--- config.mk ---
export PLATFORM = sky130hd
export DESIGN_NAME = fifo_wr_arbiter
export DESIGN_NICKNAME = d
export VERILOG_FILES = /design/src/rtl/fifo_wr_arb_pkg.sv /design/src/rtl/fifo_wr_arbiter_rr_pick.sv /design/src/rtl/fifo_wr_arbiter.sv
export SDC_FILE = /design/constraint.sdc
export NUM_CORES = 1
export LEC_CHECK = 0
export ABC_AREA = 1
export CORE_MARGIN = 2
export CORE_UTILIZATION = 31
export CTS_CLUSTER_SIZE = 25
export DETAILED_ROUTE_END_ITERATION = 10
export GPL_TIMING_DRIVEN = 1
export PLACE_DENSITY = 0.82
export RECOVER_POWER = 50
export SYNTH_ARGS = -nofsm -noshare
export SYNTH_HDL_FRONTEND = slang
export SYNTH_HIERARCHICAL = 1
export SYNTH_SLANG_ARGS = --single-unit
export TNS_END_PERCENT = 100
--- constraint.sdc ---
create_clock -name clk_wrd -period 1.95 [get_ports clk_wrd]
set_input_delay 0.39 -clock clk_wrd [delete_from_list [all_inputs] [get_ports clk_wrd]]
set_output_delay 0.39 -clock clk_wrd [all_outputs]
set_load 0.02 [all_outputs]
--- src/rtl/fifo_wr_arb_pkg.sv ---
// Shared types and constants for the async-FIFO write-port arbiter.
// fifo_data layout: {src_id, last, payload}, payload in the LSBs.
package fifo_wr_arb_pkg;

  localparam int DEFAULT_MAX_BURST = 8;

  typedef enum logic {
    IDLE,
    BURST
  } arb_state_e;

  typedef enum logic [1:0] {
    FLD_PAYLOAD_LSB,
    FLD_LAST_BIT,
    FLD_SRC_MSB
  } fifo_field_e;

  // Bit position of a fifo_data field for a given payload and ID width.
  function automatic int fifo_field_pos(input fifo_field_e field,
                                        input int          data_size,
                                        input int          id_w);
    case (field)
      FLD_PAYLOAD_LSB: return 0;
      FLD_LAST_BIT:    return data_size;
      FLD_SRC_MSB:     return data_size + id_w;
      default:         return 0;
    endcase
  endfunction

endpackage

--- src/rtl/fifo_wr_arbiter_rr_pick.sv ---
// Combinational round-robin search: first valid requester after last_gnt,
// wrapping modulo NUM_REQ.
module rr_pick #(
  parameter int NUM_REQ = 4,
  parameter int ID_W    = $clog2(NUM_REQ)
) (
  input  logic [NUM_REQ-1:0] req_valid,
  input  logic [ID_W-1:0]    last_gnt,
  output logic               any,
  output logic [ID_W-1:0]    pick_id
);

  logic [ID_W-1:0] idx;

  // NOTE: every variable gets a default before any conditional assignment so
  // no path leaves it unassigned; otherwise a latch is inferred.
  always_comb begin
    any     = |req_valid;
    pick_id = '0;
    idx     = '0;
    // Walk from the farthest offset to the nearest so the nearest valid
    // requester is written last and wins.
    for (int off = NUM_REQ; off >= 1; off--) begin
      idx = ID_W'((int'(last_gnt) + off) % NUM_REQ);
      if (req_valid[idx]) pick_id = idx;
    end
  end

endmodule

--- src/rtl/fifo_wr_arbiter.sv ---
// Round-robin burst arbiter sharing one async-FIFO write port among NUM_REQ
// requesters. Optional per-requester beat counters: FIFO_WR_ARB_STATS_EN.
module fifo_wr_arbiter
  import fifo_wr_arb_pkg::*;
#(
  parameter  int NUM_REQ   = 4,
  parameter  int DATA_SIZE = 32,
  parameter  int MAX_BURST = DEFAULT_MAX_BURST,
  localparam int ID_W      = $clog2(NUM_REQ),
  localparam int FIFO_W    = DATA_SIZE + ID_W + 1
) (
  input  logic                         clk_wrd,
  input  logic                         rst,
  input  logic [NUM_REQ-1:0]           req_valid,
  input  logic [NUM_REQ-1:0]           req_last,
  input  logic [NUM_REQ*DATA_SIZE-1:0] req_data,
  output logic [NUM_REQ-1:0]           req_ready,
  input  logic                         fifo_full,
  output logic                         fifo_push,
  output logic [FIFO_W-1:0]            fifo_data,
`ifdef FIFO_WR_ARB_STATS_EN
  input  logic [ID_W-1:0]              stat_sel,
  input  logic                         stat_clr,
  output logic [15:0]                  stat_beats,
`endif
  output logic                         busy
);

  localparam int CNT_W       = $clog2(MAX_BURST + 1);
  localparam int PAYLOAD_LSB = fifo_field_pos(FLD_PAYLOAD_LSB, DATA_SIZE, ID_W);
  localparam int LAST_BIT    = fifo_field_pos(FLD_LAST_BIT, DATA_SIZE, ID_W);
  localparam int SRC_MSB     = fifo_field_pos(FLD_SRC_MSB, DATA_SIZE, ID_W);
  localparam logic [CNT_W-1:0] LAST_BEAT = CNT_W'(MAX_BURST - 1);

  arb_state_e       state, state_nxt;
  logic [ID_W-1:0]  grant_id, grant_id_nxt;
  logic [ID_W-1:0]  last_gnt, last_gnt_nxt;
  logic [CNT_W-1:0] beat_cnt, beat_cnt_nxt;

  logic                 any_valid;
  logic [ID_W-1:0]      pick_id;
  logic [DATA_SIZE-1:0] grant_data;
  logic                 eff_last;
  logic                 xfer;

  rr_pick #(
    .NUM_REQ (NUM_REQ),
    .ID_W    (ID_W)
  ) u_rr_pick (
    .req_valid (req_valid),
    .last_gnt  (last_gnt),
    .any       (any_valid),
    .pick_id   (pick_id)
  );

  // Constant-index mux keeps the payload select free of wide index arithmetic.
  always_comb begin
    grant_data = '0;
    for (int i = 0; i < NUM_REQ; i++) begin
      if (grant_id == ID_W'(i)) grant_data = req_data[i*DATA_SIZE +: DATA_SIZE];
    end
  end

  always_comb begin
    state_nxt    = state;
    grant_id_nxt = grant_id;
    last_gnt_nxt = last_gnt;
    beat_cnt_nxt = beat_cnt;
    req_ready    = '0;
    fifo_push    = 1'b0;
    fifo_data    = '0;
    busy         = 1'b0;
    xfer         = 1'b0;
    eff_last     = req_last[grant_id] | (beat_cnt == LAST_BEAT);

    case (state)
      IDLE: begin
        if (any_valid) begin
          grant_id_nxt = pick_id;
          beat_cnt_nxt = '0;
          state_nxt    = BURST;
        end
      end
      BURST: begin
        busy                = 1'b1;
        req_ready[grant_id] = ~fifo_full;
        xfer                = req_valid[grant_id] & ~fifo_full;
        if (xfer) begin
          fifo_push                                = 1'b1;
          fifo_data[PAYLOAD_LSB +: DATA_SIZE]      = grant_data;
          fifo_data[LAST_BIT]                      = eff_last;
          fifo_data[SRC_MSB -: ID_W]               = grant_id;
          beat_cnt_nxt                             = beat_cnt + 1'b1;
          // A forced release at MAX_BURST looks exactly like a requester last.
          if (eff_last) begin
            last_gnt_nxt = grant_id;
            state_nxt    = IDLE;
          end
        end
      end
      default: state_nxt = IDLE;
    endcase
  end

  // NOTE: sequential state uses non-blocking assignments so every register
  // samples pre-edge values regardless of statement order.
  always_ff @(posedge clk_wrd or negedge rst) begin
    if (!rst) begin
      state    <= IDLE;
      grant_id <= '0;
      last_gnt <= ID_W'(NUM_REQ - 1);
      beat_cnt <= '0;
    end else begin
      state    <= state_nxt;
      grant_id <= grant_id_nxt;
      last_gnt <= last_gnt_nxt;
      beat_cnt <= beat_cnt_nxt;
    end
  end

`ifdef FIFO_WR_ARB_STATS_EN
  logic [15:0] stat_cnt [NUM_REQ];

  // NOTE: this counter array is reset explicitly because software reads it
  // directly; arrays with no observable reset value are normally left unreset.
  always_ff @(posedge clk_wrd or negedge rst) begin
    if (!rst) begin
      for (int i = 0; i < NUM_REQ; i++) stat_cnt[i] <= '0;
      stat_beats <= '0;
    end else begin
      if (stat_clr) begin
        for (int i = 0; i < NUM_REQ; i++) stat_cnt[i] <= '0;
      end else if (xfer && (stat_cnt[grant_id] != 16'hFFFF)) begin
        stat_cnt[grant_id] <= stat_cnt[grant_id] + 16'd1;
      end
      stat_beats <= (int'(stat_sel) < NUM_REQ) ? stat_cnt[stat_sel] : 16'd0;
    end
  end
`endif

endmodule

==> qor.csv <==
metric,value,unit
drc,0,
startpoint_type,flip-flop,
synth.distinct_cells,27,
avgSynthCellArea,5.13,um^2
finalMaxSlewViolations,0,
post-route-period-util,1.10,
drive_gt1_frac,0.265,
finalClockSkew,0.00317,ns
setup_tns,-5.31,ns
whs,0.514,ns
power.share.switching,0.518,
rr_worst_depth,12,
reg2reg_slack,0.15,ns
violations,negative setup slack,
p_int,0.00259,W
antennaDiodeCount,0,
grt_max_degree,33,
cts.path.max_buffers,2,
gp_congestion,0.923,
numCtsBuffers,3,
met1_usage,0.316,
dp_hpwl,7240,um
power,0.00537,W
die_h,82.3,um
end_kind,primary output,
cts.reportedPaths.clkPinSlew,0.05,ns
cap_violations,0,
hp-class,flip-flop to flip-flop,
vias,3325,
worstPathArrival,1.76,ns
die_w,82.3,um
cts_tree,yes,
synthTopCellsByArea,"nand2_1 21%, o21ai_0 17%, nor2_1 12%",
routedWlPerCell,15.6,um
routed_wl,10200,um
fin_cells,652,
grt_pass1_vias,3150,
relSlewSlack,0.718,
drtPass1Iterations,4,
syn_nets,510,
whs_path_depth,2,
power_density,1220,nW/um^2
max_freq,0.465,GHz
grt_pass1_wl,14800,um
layout.nets,718,
dp.cells,635,
final_common_cell,clkdlybuf4s50_1,
status,"finished, violations left",
yosysTopAreaCellShare,0.208,
met3_usage,0.0717,
seqPwrFrac,0.074,
grt_busiest_layer,met2,
row_count,28,
clk_latency,0.23,ns
hold_viol_final,0,
cts_sinks,9,
synth_warnings,6,
fin_ws,-0.200,ns
start_util,0.321,
die_area,6770,um^2
antenna_left,0,
critPathKind,flip-flop to primary output,
p_leak,1.97,nW
irDropWorstVdd,0.000763,V
synthToLayoutAreaGrowth,132,%
gr-usage-met2,0.495,
yosysSeqAreaShare,0.120,
via_per_inst,5.10,
setup_viol,36,
pwr-share-comb,0.885,
syn_inst,370,
worstPathRequired,1.56,ns
cp_max_fo,6,
htreeDepth,1,
grt_overflow,0,
clock-root-buffer,clkbuf_8,
ys_ff_latch,9,
clkPwrFrac,0.041,
min_period,2.15,ns
pin_count,180,
synth.cell_area,1900,um^2
drt_iter0_drc,114,
track_usage,0.275,
rsz0062_at_grt,true,
tightest_slew,0.421,ns
port_buffers,179,
final_cell_mix,"134 x clkdlybuf4s50_1, 103 x nand2_1, 45 x o21ai_0",
switching_power,0.00278,W
ctsHoldBuffers,0,
yosys.area.top_type,nand2_1,
core,5920,um^2
antenna_found_initial,0,
==> flip-flops by register name (all words and copies together), names as in the netlist <==
register,flops
beat_cnt,4
grant_id,2
last_gnt,2
state,1
==> power groups by stage <==
stage                     Combinational, W  Clock, W  Sequential, W
after global placement             0.00375         0       0.000383
after detailed placement           0.00384         0       0.000389
final                              0.00475  0.000222       0.000396
after global routing               0.00513  0.000233       0.000411
after floorplan                    0.00227         0       0.000353
after CTS                          0.00455  0.000222       0.000393
==> final cells by class <==
| type | count | area (um^2) |
|---|---|---|
| Timing Repair Buffer | 228 | 2300 |
| Multi-Input combinational cell | 305 | 1620 |
| Fill cell | 475 | 1520 |
| Sequential cell | 9 | 228 |
| Inverter | 31 | 121 |
| Tap cell | 75 | 93.8 |
| Clock buffer | 4 | 45.0 |
==> cell usage after synthesis (all sizes together) <==
cell type,instances
nand2,115
o21ai,69
nor2,61
nand3,33
inv,31
buf,19
nor3,17
dfrtp,7
clkbuf,6
a21oi,3
dfstp,2
nand3b,2
nand4,2
a31o,1
ha,1
or2,1
==> worst paths after layout <==
kind | to | from
worst max-delay path | fifo_data[20] | grant_id[0]
worst min-delay path | last_gnt[1] | last_gnt[1]
worst max register to register | beat_cnt[1] | grant_id[0]
worst min register to register | last_gnt[1] | last_gnt[1]
max in group asynchronous | last_gnt[0] | rst
min in group asynchronous | beat_cnt[2] | rst
==> logic make-up after synthesis <==
family          Yosys count  share of synthesized area
compound gates           73                      0.204
fa+ha+maj                 1                    0.00659
buf+inv                  56                      0.140
flops                     9                      0.120
simple gates            231                      0.529
==> critical path, stage by stage (launching register included) <==
cell and delay, ns:
dfrtp_1 0.41, buf_6 0.16, nor2_8 0.04, nand2_2 0.06, nand2_2 0.06, buf_6 0.12
o21ai_4 0.20, buf_12 0.16, buf_12 0.15, nor2_4 0.04, buf_6 0.13
==> stage by stage <==
stage	setup WS (ns)	instance area, um^2	utilization
finish	-0.200	4400	0.744
global route	-0.267	4400	0.744
CTS	-0.173	4330	0.731
detailed placement	-0.670	3960	0.669
global placement	-0.575	3960	0.669
floorplan	0.105	1900	-
==> repair_timing <==
action                                  4_1_cts  5_1_grt
cloned                                        4        0
buffers inserted                              7        4
endpoints found under the setup margin       40       44
pin swaps                                    18        2
resized for setup                           294       27
==> per-layer routing <==
metal | vias to the layer above | wire (um)
li1 | 1604 | -
met1 | 1537 | 3690
met2 | 158 | 5250
met3 | 26 | 911
met4 | 0 | 307
met5 | - | 0
Note: power is estimated with default switching activity, not from simulation.
